$ cat config.mk
export PLATFORM = sky130hd
export DESIGN_NAME = instr_encoder_streamer
export DESIGN_NICKNAME = d
export VERILOG_FILES = /design/src/rtl/instr_encoder_streamer_pkg.sv /design/src/rtl/instr_encoder_streamer_packer.sv /design/src/rtl/instr_encoder_streamer.sv
export SDC_FILE = /design/constraint.sdc
export NUM_CORES = 1
export LEC_CHECK = 0
export CORE_MARGIN = 5
export CORE_UTILIZATION = 57
export CTS_BUF_LIST = sky130_fd_sc_hd__clkbuf_8
export DETAILED_ROUTE_END_ITERATION = 10
export PLACE_DENSITY = 0.95
export SLEW_MARGIN = 15
export SYNTH_ARGS = -nofsm -noshare
export SYNTH_HDL_FRONTEND = slang
export SYNTH_SLANG_ARGS = --single-unit
export TNS_END_PERCENT = 20
$ cat constraint.sdc
create_clock -name clk -period 3.6 [get_ports clk]
set_input_delay 0.72 -clock clk [delete_from_list [all_inputs] [get_ports clk]]
set_output_delay 0.72 -clock clk [all_outputs]
set_load 0.02 [all_outputs]
$ cat src/rtl/instr_encoder_streamer_pkg.sv
// Shared encoding definitions: field widths, per-group opcode names and limits, request payload.
package instr_encoder_streamer_pkg;

  localparam int unsigned GROUP_W  = 4;
  localparam int unsigned OPCODE_W = 4;
  localparam int unsigned REG_W    = 4;
  localparam int unsigned IMM_W    = 32;
  localparam int unsigned WORD_W   = 32;

  // Instruction groups
  typedef enum logic [GROUP_W-1:0] {
    IOG_ALU_REG = 4'd0,
    IOG_ALU_IMM = 4'd1,
    IOG_BRANCH  = 4'd2,
    IOG_JUMP    = 4'd3,
    IOG_CALL    = 4'd4,
    IOG_LDST    = 4'd5,
    IOG_PORT    = 4'd6
  } iog_group_e;

  // Group 1 opcodes that the encoder treats specially
  typedef enum logic [OPCODE_W-1:0] {
    IOG1_ADDI  = 4'd0,
    IOG1_SLTSI = 4'd3,
    IOG1_SGTSI = 4'd5,
    IOG1_ADDSI = 4'd14,
    IOG1_CPYHI = 4'd15
  } iog1_oper_e;

  // Last legal opcode per group (groups 1 and 5 accept every opcode)
  localparam logic [OPCODE_W-1:0] G0_LAST_OP = 4'd13;
  localparam logic [OPCODE_W-1:0] G2_LAST_OP = 4'd9;
  localparam logic [OPCODE_W-1:0] G3_LAST_OP = 4'd9;
  localparam logic [OPCODE_W-1:0] G4_LAST_OP = 4'd9;
  localparam logic [OPCODE_W-1:0] G6_LAST_OP = 4'd6;

  // Decoded-form op descriptor
  typedef struct packed {
    logic [GROUP_W-1:0]  group;
    logic [OPCODE_W-1:0] opcode;
    logic [REG_W-1:0]    ra;
    logic [REG_W-1:0]    rb;
    logic [REG_W-1:0]    rc;
    logic [IMM_W-1:0]    imm;
    logic                wide;
  } enc_req_t;

  // True when v is representable as a 16-bit signed value
  function automatic logic fits_s16(input logic [IMM_W-1:0] v);
    return v[31:15] == {17{v[15]}};
  endfunction

  // True when v is representable as a 12-bit signed value
  function automatic logic fits_s12(input logic [IMM_W-1:0] v);
    return v[31:11] == {21{v[11]}};
  endfunction

endpackage

$ cat src/rtl/instr_encoder_streamer_packer.sv
// Combinational descriptor-to-word packer with legality check.
module instr_word_packer
  import instr_encoder_streamer_pkg::*;
(
  input  enc_req_t          req,
  output logic [WORD_W-1:0] word,
  output logic              legal
);

  logic imm_signed_op;

  // Group 1 ops whose immediate is sign-extended by the decoder
  assign imm_signed_op = (req.opcode == IOG1_SLTSI) || (req.opcode == IOG1_SGTSI) ||
                         (req.opcode == IOG1_ADDSI);

  // Field packing and per-group legality; the wide pseudo-op overrides both
  always_comb begin
    word  = '0;
    legal = 1'b0;
    case (req.group)
      IOG_ALU_REG: begin
        word  = {req.group, req.ra, req.rb, req.rc, 12'h000, req.opcode};
        legal = (req.opcode <= G0_LAST_OP);
      end
      IOG_ALU_IMM: begin
        word  = {req.group, req.ra, req.rb, req.opcode, req.imm[15:0]};
        legal = imm_signed_op ? fits_s16(req.imm) : (req.imm[31:16] == 16'h0000);
      end
      IOG_BRANCH: begin
        word  = {req.group, req.ra, req.rb, req.opcode, req.imm[15:0]};
        legal = (req.opcode <= G2_LAST_OP) && fits_s16(req.imm);
      end
      IOG_JUMP: begin
        word  = {req.group, req.ra, req.rb, req.rc, 12'h000, req.opcode};
        legal = (req.opcode <= G3_LAST_OP);
      end
      IOG_CALL: begin
        word  = {req.group, req.ra, req.rb, req.rc, 12'h000, req.opcode};
        legal = (req.opcode <= G4_LAST_OP);
      end
      IOG_LDST: begin
        // Only the immediate-offset forms (opcode bit 3 set) carry an offset
        word  = {req.group, req.ra, req.rb, req.rc,
                 (req.opcode[3] ? req.imm[11:0] : 12'h000), req.opcode};
        legal = !req.opcode[3] || fits_s12(req.imm);
      end
      IOG_PORT: begin
        word  = {req.group, req.ra, req.rb, req.rc, 12'h000, req.opcode};
        legal = (req.opcode <= G6_LAST_OP);
      end
      default: begin
        word  = '0;
        legal = 1'b0;
      end
    endcase

    if (req.wide) begin
      word  = {IOG_ALU_IMM, req.ra, 4'h0, IOG1_ADDI, req.imm[15:0]};
      legal = 1'b1;
    end
  end

endmodule

$ cat src/rtl/instr_encoder_streamer.sv
// Streams packed instruction words with byte addresses; expands wide loads into Addi + Cpyhi.
module instr_encoder_streamer
  import instr_encoder_streamer_pkg::*;
#(
  parameter int unsigned ADDR_W = 32,
  parameter int unsigned ERR_W  = 8
) (
  input  logic              clk,
  input  logic              rst_n,
  input  logic              base_load,
  input  logic [ADDR_W-1:0] base_addr,
  input  logic              in_valid,
  output logic              in_ready,
  input  logic [3:0]        in_group,
  input  logic [3:0]        in_opcode,
  input  logic [3:0]        in_ra,
  input  logic [3:0]        in_rb,
  input  logic [3:0]        in_rc,
  input  logic [31:0]       in_imm,
  input  logic              in_wide,
  output logic              out_valid,
  input  logic              out_ready,
  output logic [31:0]       out_data,
  output logic [ADDR_W-1:0] out_addr,
  output logic              err_pulse,
  output logic [ERR_W-1:0]  err_count
);

  typedef enum logic [0:0] {
    ST_IDLE = 1'b0,
    ST_HI   = 1'b1
  } state_e;

  state_e            state_q;
  logic [15:0]       hi_imm_q;
  logic [REG_W-1:0]  hi_ra_q;
  logic [ADDR_W-1:0] addr_q;

  enc_req_t          req;
  logic [WORD_W-1:0] pack_word;
  logic              pack_legal;

  logic              slot_free;
  logic              out_hs;
  logic              accept;
  logic              bad_req;
  logic              emit_req;
  logic              emit_hi;
  logic              needs_hi;
  logic [ADDR_W-1:0] addr_next;

  // Handshake and control decode
  assign slot_free = !out_valid || out_ready;
  assign in_ready  = (state_q == ST_IDLE) && slot_free;
  assign out_hs    = out_valid && out_ready;
  assign accept    = in_valid && in_ready;
  assign bad_req   = accept && !pack_legal;
  assign emit_req  = accept && pack_legal;
  assign emit_hi   = (state_q == ST_HI) && slot_free;
  assign needs_hi  = in_wide && (in_imm[31:16] != 16'h0000);
  // A word loaded in the same cycle as a handshake takes the following address
  assign addr_next = out_hs ? addr_q + ADDR_W'(4) : addr_q;

  // Descriptor payload
  assign req = '{group: in_group, opcode: in_opcode, ra: in_ra, rb: in_rb, rc: in_rc,
                 imm: in_imm, wide: in_wide};

  instr_word_packer u_packer (
    .req   (req),
    .word  (pack_word),
    .legal (pack_legal)
  );

  // FSM, output slot, address counter and error counter
  always_ff @(posedge clk or negedge rst_n) begin
    if (!rst_n) begin
      state_q   <= ST_IDLE;
      hi_imm_q  <= '0;
      hi_ra_q   <= '0;
      addr_q    <= '0;
      out_valid <= 1'b0;
      out_data  <= '0;
      out_addr  <= '0;
      err_pulse <= 1'b0;
      err_count <= '0;
    end else begin
      err_pulse <= bad_req;
      if (bad_req && (err_count != {ERR_W{1'b1}})) begin
        err_count <= err_count + ERR_W'(1);
      end

      addr_q <= addr_next;
      if (base_load && (state_q == ST_IDLE) && !out_valid && !accept) begin
        addr_q <= base_addr & ~ADDR_W'(3);
      end

      if (out_hs) begin
        out_valid <= 1'b0;
      end

      case (state_q)
        ST_IDLE: begin
          if (emit_req) begin
            out_valid <= 1'b1;
            out_data  <= pack_word;
            out_addr  <= addr_next;
            if (needs_hi) begin
              hi_imm_q <= in_imm[31:16];
              hi_ra_q  <= in_ra;
              state_q  <= ST_HI;
            end
          end
        end
        ST_HI: begin
          if (emit_hi) begin
            out_valid <= 1'b1;
            out_data  <= {IOG_ALU_IMM, hi_ra_q, 4'h0, IOG1_CPYHI, hi_imm_q};
            out_addr  <= addr_next;
            state_q   <= ST_IDLE;
          end
        end
        default: state_q <= ST_IDLE;
      endcase
    end
  end

endmodule

==> results.md <==
- Starting density of the core: around 57%
- RSZ-0062 raised after global routing: false
- Core Rows: 42
- DR vias: ~8000
- Clk_lat worst skew: about 0.45 ns
- Die area: roughly 16000 µm²
- Status: finished, final reports clean
- Critical path launch point type: input pin
- Pin count of the biggest net entering global routing: 67
- Share of layout cells above drive strength 1: 9.81%
- Final setup viols: 0
- HP Class: input pin to asynchronous set/reset pin
- Total gr overflow: 0
- Post-synth EDFFs: 0
- CTS H-tree depth: 4
- Max-slew headroom: between 30% and 40%
- WP data required: slightly below 4 ns
- Routed vias/inst: about 6.7
- Clock Skew: ~0.011 ns
- Reg power frac: 37.2%
- Worst Setup End Kind: register
- Switch share: between 30% and 40%
- Post-synthesis cell count: approximately 840
- Critical path fanouts, max: 21
- Yosys top cell by area: dfrtp_1
- Initial antenna violation count: 0
- Hpwl dp: approximately 16000 µm
- Worst slew pin tran: ~0.93 ns
- R2R Path End: out_addr[18]
- Min Tclk post-route: about 3.1 ns
- Top area cells in the synthesized netlist: dfrtp_1 41%, nand2_1 4.7%, o311ai_0 4.6%
- Die Height: around 120 µm
- PostCTS Resize Cnt: 0
- Async SR Flop Fraction: 100%
- Internal power: slightly below 4 mW
- Port Buffer Count: 160
- Part of the Yosys area used for sequential elements: ~40%
- Setup slack, reg-to-reg: about 1.1 ns
- Die Wd: ~120 µm
- Worst EP arrival: 3.41 ns
- Total track usage: roughly 29%
- Post-synth top flop: dfrtp_1
- IO Pins: roughly 170
- Commonest non-fill, non-tap cell in the layout: clkdlybuf4s50_1
- Pleak: around 3.8 nW
- Synth unique cells: 62
- Clock slew at reported path FFs: approximately 0.07 ns
- Met1 WL: about 9200 µm
- Max Slew Vio Count: 0
- Final #Nets: between 1000 and 1500
- Pre-CTS setup slack: 0.138 ns
- Post-synthesis register bit count: around 120
- Highest Clock Rate: roughly 0.32 GHz
- Fin Setup TNS: 0 ns
- Synth top area share: between 40% and 50%
- Area grow syn2layout: 29.1%
- Antenna Violating Nets Remaining: 0
- Max cap viols: 0
- Power Density: 679 nW/µm²
- CTS buffer count: 17
- Setup ws final: ~0.49 ns
- Hold Vio Cnt, Final: 0
- Top sig layer: met4
- Clock sinks: between 100 and 150
- Syn avg cell area: 8.96 µm²
- Starting DRT DRC Count: 1100
- Diode count: 0
- Post-Syn Area: 7500 µm²
- WL met2: between 10000 and 15000 µm
- CTS tree: done
- DR WL met3: roughly 2300 µm
- R2R Path Start: state_q
- CTS Hold Bufs: 0
- Tcrit/Tclk final: slightly below 90%
- Switching power: 2.63 mW
- First-pass GRT wire length: 37400 µm
- Yosys Warn Count: 0
- Max rail drop VDD: about 0.38 mV
- # fillers: between 800 and 900
- Vias in the first global route: between 7000 and 8000
- Post-route DRC: 0
- Post-CTS Setup Bufs: 0
- Root Driver: clkbuf_8
- Core area: roughly 13000 µm²
- WL per Instance: approximately 20 µm
- Most frequent cells in the layout: 159 x clkdlybuf4s50_1, 123 x dfrtp_1, 91 x nand2_1
- Clock power frac: approximately 18%
- Max Root-Sink Buffers: 2
- RD Place Congestion: approximately 0.9
- R2R depth: 6
- TritonRoute pass-1 iters: 6
- Critical path class: input pin to register
- Post-Route WL: about 23000 µm
- Comb pwr share: 44.9%
## cells by family after synthesis
logic type / after synthesis / synth area share [%]
simple gates: 305 / 20.7
compound gates: 275 / 26.3
flops: 123 / 41.0
buf+inv: 78 / 4.37
mux: 30 / 4.40
xor+xnor: 24 / 2.80
fa+ha+maj: 2 / 0.333
other cells: 1 / 0.0500
## layer usage
layer	vias to the layer above	GRT usage, %
met1	3725	37.9
met2	466	46.1
met3	74	8.92
li1	3540	-
met5	-	0
met4	0	10.3
## power by group through the flow
stage	clock (mW)	sequential [mW]	combinational [mW]
3_5_place_dp	0	2.45	2.92
4_1_cts	1.18	2.44	2.94
3_3_place_gp	0	2.43	2.82
2_1_floorplan	0	2.74	1.32
5_1_grt	1.25	2.53	3.18
6_report	1.18	2.45	2.95
## through the flow
stage / hold WS [ns] / util, % / instance area [µm²] / instances / power, mW
floorplan: 0.424 / - / 7510 / 839 / 4.06
global placement: 0.479 / 71.2 / 9320 / 1133 / 5.25
detailed placement: 0.478 / 71.2 / 9320 / 1133 / 5.38
CTS: 0.311 / 74.0 / 9690 / 1165 / 6.56
global route: 0.326 / 74.0 / 9690 / 1165 / 6.96
finish: 0.294 / 74.0 / 9690 / 1165 / 6.58
## synth_stat cells, types with 11 or more instances
| cell | n |
|---|---|
| nand2_1 | 93 |
| xor2_1 | 16 |
| o311ai_0 | 39 |
| a221oi_1 | 13 |
| or3_1 | 16 |
| o21ai_0 | 28 |
| o22ai_1 | 11 |
| a2bb2oi_1 | 12 |
| dfrtp_1 | 123 |
| nand4_1 | 26 |
| nor2_1 | 58 |
| a31oi_1 | 16 |
| nand3_1 | 29 |
| o211ai_1 | 22 |
| a21oi_1 | 60 |
| mux2_2 | 20 |
| clkbuf_1 | 58 |
| and3_1 | 11 |
| a22oi_1 | 24 |
| nor3_1 | 12 |
## how the worst max path moves through the flow
stage,startpoint,to
after global placement,in_opcode[2],err_count[1]
after detailed placement,in_imm[16],out_data[8]
after global routing,out_ready,out_addr[18]
after floorplan,in_opcode[1],err_count[1]
after CTS,in_imm[16],out_data[5]
final,in_group[0],out_data[5]
## worst max-delay path: stages
cell and delay [ns]:
clkdlybuf4s50_1 0.58, buf_4 0.21, nand3b_1 0.14, or2_2 0.35, a2111o_1 0.49, nand2_2 0.29, buf_4 0.30, o211ai_1 0.13
o311ai_0 0.18
## sequential cells by signal, summed over array words and instances (netlist names)
name	flops
addr_q	30
err_count	8
err_pulse	1
hi_imm_q	16
hi_ra_q	4
out_addr	30
out_data	32
out_valid	1
state_q	1
## final cells by class
class / instances / area (µm²) / share of cell area, %
Timing Repair Buffer: 194 / 1890 / 19.5
Clock inverter: 13 / 110 / 1.14
Tap cell: 176 / 220 / 2.27
Inverter: 2 / 7.51 / 0.0775
Multi-Input combinational cell: 638 / 4120 / 42.5
Sequential cell: 123 / 3080 / 31.8
Clock buffer: 19 / 262 / 2.70
No activity file was read; power rests on OpenSTA's default activity.
==> RTL edit 1: new RTL, same flow settings <==
Set the parameter `ERR_W` to 9 (it was 8).
--- a/src/rtl/instr_encoder_streamer.sv
+++ b/src/rtl/instr_encoder_streamer.sv
@@ -3,7 +3,7 @@
   import instr_encoder_streamer_pkg::*;
 #(
   parameter int unsigned ADDR_W = 32,
-  parameter int unsigned ERR_W  = 8
+  parameter int unsigned ERR_W  = 9
 ) (
   input  logic              clk,
   input  logic              rst_n,
Ports: changed (resized err_count); port bits go from 165 to 166. No check against the original RTL was run, so the function may have changed too.
==> RTL edit 1 against the unedited design <==
- critical path depth is 1 lower
- sequential cell count is 1 higher
- fmax grew 5.7%
- design area shrank 13%
- sequential power shrank 6%
- cell count is 22% lower
- area after synthesis down 16%
- routed wire length decreased by 22%
- setup slack improved by 0.17 ns
- global-route usage shrank 1.2 points
- power decreased by 11%
- critical path type unchanged
- largest cell class is now registers
- highest routed layer unchanged
==> RTL edit 1: results (changes against the unedited design) <==
* Final HPWL DP at 12.88 mm (-21%)
* Pleak at 3.667 nW (-4.1%)
* Pin count of the biggest net entering global routing at 64 (-4.5%)
* Peak supply drop at 444.7 uV (+18%)
* Post-synth cell types at 57 (-8.1%)
* Maximum fanout along the worst path at 12 (-43%)
* Cts repair resizes at 0 (unchanged)
* Tot GR Track Use at 0.2795 (-0.01165)
* # clock sinks at 124 (+0.81%)
* GPL Wtd Cong at 0.8945 (-3.4%)
* Worst slew pin tran at 0.9815 ns (+0.04754 ns)
* H-tree level count at 4 (unchanged)
* Ys async rst share at 1.000 (unchanged)
* Starting DRT DRC Count at 416 (-62%)
* Via count at 5,296 (-32%)
* Post-synthesis sequential area ratio at 0.4904 (+0.08027)
* Critical path launch point: in_imm[17]
* I/O Buffers at 161 (+0.63%)
* Vias in the first global route at 5,568 (-24%)
* Worst-path clk slew at 0.07 ns (about the same)
* Layout cells sized above 1 at 0.1284 (+0.03036)
* Worst setup path end: out_data[9]
* RR Endpoint: addr_q[31]
* Drt total wl at 17.84 mm (-22%)
* Arrival time at the worst endpoint at 3.28 ns (-0.13 ns)
* First-pass GRT wire length at 28.72 mm (-23%)
* NumNets Final at 843 (-21%)
* Commonest cells in the synthesized netlist: dfrtp_1 (124), nor2_1 (49), nand2_1 (46), mux2i_1 (42), inv_1 (39)
* R2R Setup Slk at 1.21 ns (+0.15 ns)
* Status: finished, final reports clean
* Top cells by area, synth: dfrtp_1 (49%), mux2i_1 (6.6%), mux2_4 (4.7%)
* DRT Pass-1 Iters at 5 (-1)
* Root Buffer: clkbuf_8
* Setup bufs post-CTS at 0 (unchanged)
* Final Skew at 0.01371 ns (+0.002643 ns)
* Worst r2r src: out_valid
## RTL edit 1: cell families (layout without fill, tap and decap cells)
family / count (synthesis) / count (layout) / share of synthesized area
buffers and inverters: 74 / 245 / 0.06071
XOR/XNOR: 38 / 38 / 0.05260
AND/OR/NAND/NOR: 172 / 172 / 0.1372
flip-flops: 124 / 124 / 0.4904
AO/OA/AOI/OAI: 95 / 95 / 0.09947
multiplexers: 84 / 84 / 0.1531
other: 1 / 2 / 0.0005927
adder cells (fa/ha/maj): 3 / 3 / 0.005933
## RTL edit 1: layout make-up
type                            instances  area [um2]
Timing Repair Buffer                  174        1732
Clock buffer                           21       289.0
Clock inverter                         11       125.1
Fill cell                             677        2415
Multi-Input combinational cell        394        2855
Tap cell                              140       175.2
Sequential cell                       124        3103
Inverter                               39       146.4
## RTL edit 1: stage by stage
step                      total power, mW  area, um2  utilization  cells  worst slack [ns]
after floorplan                     3.514       6331            -    592             1.080
after global placement              4.440       8008       0.7387    871            0.3876
after detailed placement            4.590       8008       0.7387    871            0.2576
after CTS                           5.899       8422       0.7769    903            0.7226
after global routing                6.191       8426       0.7772    903            0.5474
final                               5.881       8426       0.7772    903            0.6538
## RTL edit 1: worst min path at each step
stage,startpoint,to,slack (ns),cells past startpoint
after global routing,rst_n,out_data[21],0.39,1
final,rst_n,out_data[21],0.35,1
after CTS,rst_n,out_data[21],0.36,1
after global placement,err_count[6],err_count[6],0.48,1
after floorplan,rst_n,addr_q[10],0.42,0
after detailed placement,err_count[7],err_count[7],0.49,1
## RTL edit 1: metal layers
layer / up-vias / GRT usage / wire (um)
li1: 2385 / - / -
met1: 2626 / 0.3243 / 6793
met2: 222 / 0.4811 / 9262
met3: 63 / 0.07368 / 1118
met4: 0 / 0.1338 / 661
met5: - / 0 / 0
## RTL edit 1: power by group
group | internal [mW] | switching, mW
combinational | 1.15 | 1.14
clock | 0.744 | 0.544
sequential | 1.90 | 0.399
total | 3.80 | 2.08
## RTL edit 1: critical path, stage by stage
cell	delay (ns)
clkdlybuf4s50_1	0.49
nor4_1	0.44
nand4_1	0.24
a211o_1	0.33
a21oi_2	0.21
o21a_4	0.34
buf_12	0.19
mux2_4	0.31
==> RTL edit 2: new RTL, same flow settings <==
Made on the original files. Remove the register `err_pulse`: a continuous assignment takes its place, so the output `err_pulse` follows one clock earlier.
--- a/src/rtl/instr_encoder_streamer.sv
+++ b/src/rtl/instr_encoder_streamer.sv
@@ -81,10 +81,8 @@
       out_valid <= 1'b0;
       out_data  <= '0;
       out_addr  <= '0;
-      err_pulse <= 1'b0;
       err_count <= '0;
     end else begin
-      err_pulse <= bad_req;
       if (bad_req && (err_count != {ERR_W{1'b1}})) begin
         err_count <= err_count + ERR_W'(1);
       end
@@ -124,5 +122,7 @@
     end
   end
 
+  assign err_pulse = bad_req;
+
 endmodule
 
Formal check against the unedited RTL: not equivalent (Yosys sat finds a counterexample within 4 cycles, from zero or initial values and one cycle with rst_n low).
==> RTL edit 2 against the unedited design <==
- cell count is 2.8% higher
- design area is 4.0% higher
- core utilization is 5.2 points higher
- power is 5.0% higher
- setup slack worse by 0.42 ns
- area after synthesis is 0.33% lower
- critical endpoint is now err_pulse
- sequential cell count is 1 lower
- routed wire length is 11% higher
==> RTL edit 2: results (changes against the unedited design) <==
* Pin count of the biggest net entering global routing at 81 (+21%)
* Internal Power at 4.176 mW (+5.7%)
* Pleak at 4.077 nW (+6.6%)
* Peak supply drop at 304.4 uV (-19%)
* Starting DRT DRC Count at 1,218 (+11%)
* Syn_area_per_cell at 8.936 um2 (-0.21%)
* Vias in the first global route at 7,838 (+7.5%)
* Met1 usage at 0.3797 (about the same)
* GPL Wtd Cong at 0.9047 (-2.3%)
* DP Area at 9555 um2 (+2.6%)
* Commonest cells in the synthesized netlist: dfrtp_1 (122), nand2_1 (93), a21oi_1 (60), clkbuf_1 (58), nor2_1 (58)
* Status: finished, final reports clean
* Via count at 8,163 (+4.6%)
* Slew headroom at 0.3857 (+0.01344)
* Via-per-instance ratio at 6.814 (+1.7%)
* First-pass GRT wire length at 39.39 mm (+5.3%)
* Final Skew at 0.01169 ns (+0.0006294 ns)
* Top cells by area, synth: dfrtp_1 (41%), nand2_1 (4.7%), o311ai_0 (4.6%)
* Drt total wl at 25.65 mm (+11%)
* Tot GR Track Use at 0.3061 (+0.01494)
* Ys async rst share at 1.000 (unchanged)
* Crit path max-delay cell type: or4_4
* DP Cell Count at 1,162 (+2.6%)
* I/O Buffers at 160 (unchanged)
* Final HPWL DP at 16.78 mm (+3.4%)
* Critical Path Max Stage Delay at 0.62 ns (+0.04 ns)
* Arrival time at the worst endpoint at 2.82 ns (-0.59 ns)
* Fill cell count at 794 (-9.8%)
* Met2 Resource Use GR at 0.4898 (+0.02926)
* NumNets Final at 1,105 (+3.5%)
* Layout cells sized above 1 at 0.1355 (+0.03740)
* Maximum fanout along the worst path at 3 (-86%)
* Post-synthesis sequential area ratio at 0.4082 (-0.001973)
* Met3 usage at 0.08662 (-0.002573)
* DRT Pass-1 Iters at 7 (+1)
RTL edit 2: changes by cell type in the layout (fill, tap and decap cells not counted), moves of 2 or more:
cell / delta
buf_4: +35
clkdlybuf4s50_1: -6
clkinv_2: -6
clkbuf_8: +3
dlymetal6s2s_1: +3
buf_6: +2
bufinv_16: +2
dlygate4sd2_1: +2
RTL edit 2: critical path, delay by kind of cell:
| kind | cells | cell delay [ns] |
|---|---|---|
| AO/OA/AOI/OAI | 1 | 0.43 |
| AND/OR/NAND/NOR | 4 | 0.88 |
| buffers and inverters | 3 | 0.77 |
RTL edit 2: logic make-up after synthesis:
| logic type | Yosys count | synth area share |
|---|---|---|
| XOR/XNOR | 24 | 0.02810 |
| adder cells (fa/ha/maj) | 2 | 0.003345 |
| other | 1 | 0.0005014 |
| buffers and inverters | 78 | 0.04383 |
| flip-flops | 122 | 0.4082 |
| multiplexers | 30 | 0.04416 |
| AND/OR/NAND/NOR | 305 | 0.2081 |
| AO/OA/AOI/OAI | 275 | 0.2638 |
RTL edit 2: per-layer routing:
layer | routed length (um) | up-vias
li1 | - | 3619
met1 | 9613 | 3833
met2 | 12120 | 584
met3 | 2660 | 127
met4 | 1259 | 0
met5 | 0 | -
RTL edit 2: what timing repair did:
action / in CTS / in global routing
setup buffers: 1 / 3
setup endpoints to repair: 1 / 1
pin swaps: 1 / 3
resized for setup: 8 / 8
RTL edit 2: path summary, 6_finish.rpt:
check                             startpoint      endpoint  slack, ns  depth (start not counted)
worst max-delay path              in_imm[18]     err_pulse       0.06                          8
worst min-delay path                   rst_n  out_data[23]       0.38                          1
max in group asynchronous              rst_n  out_addr[14]       2.28                          2
worst max register to register     addr_q[2]  out_addr[18]       0.91                          7
min in group clk                err_count[7]  err_count[7]       0.51                          1
worst min register to register  err_count[7]  err_count[7]       0.51                          1
RTL edit 2: power by group through the flow:
stage | combinational (mW) | clock, mW | sequential, mW
floorplan | 1.32 | 0 | 2.72
global placement | 2.86 | 0 | 2.41
detailed placement | 2.98 | 0 | 2.43
CTS | 3.01 | 1.39 | 2.43
global route | 3.26 | 1.45 | 2.52
finish | 3.05 | 1.40 | 2.46
RTL edit 2: per-stage QoR:
stage	util	TNS [ns]	setup WS (ns)
CTS	0.7885	0	0.005719
global route	0.7922	0	0.03455
global placement	0.7511	-3.680	-0.3917
detailed placement	0.7511	-8.973	-0.4713
finish	0.7922	0	0.06388
floorplan	-	0	0.1906
RTL edit 2: final cells by class:
class	instances	area, um2	area share
well taps	172	215.2	0.02135
clock inverters	10	147.6	0.01465
repair buffers	232	2197	0.2180
multi-input cells	638	4155	0.4123
clock buffers	22	302.8	0.03004
inverters	2	7.507	0.0007449
flip-flops and latches	122	3053	0.3029
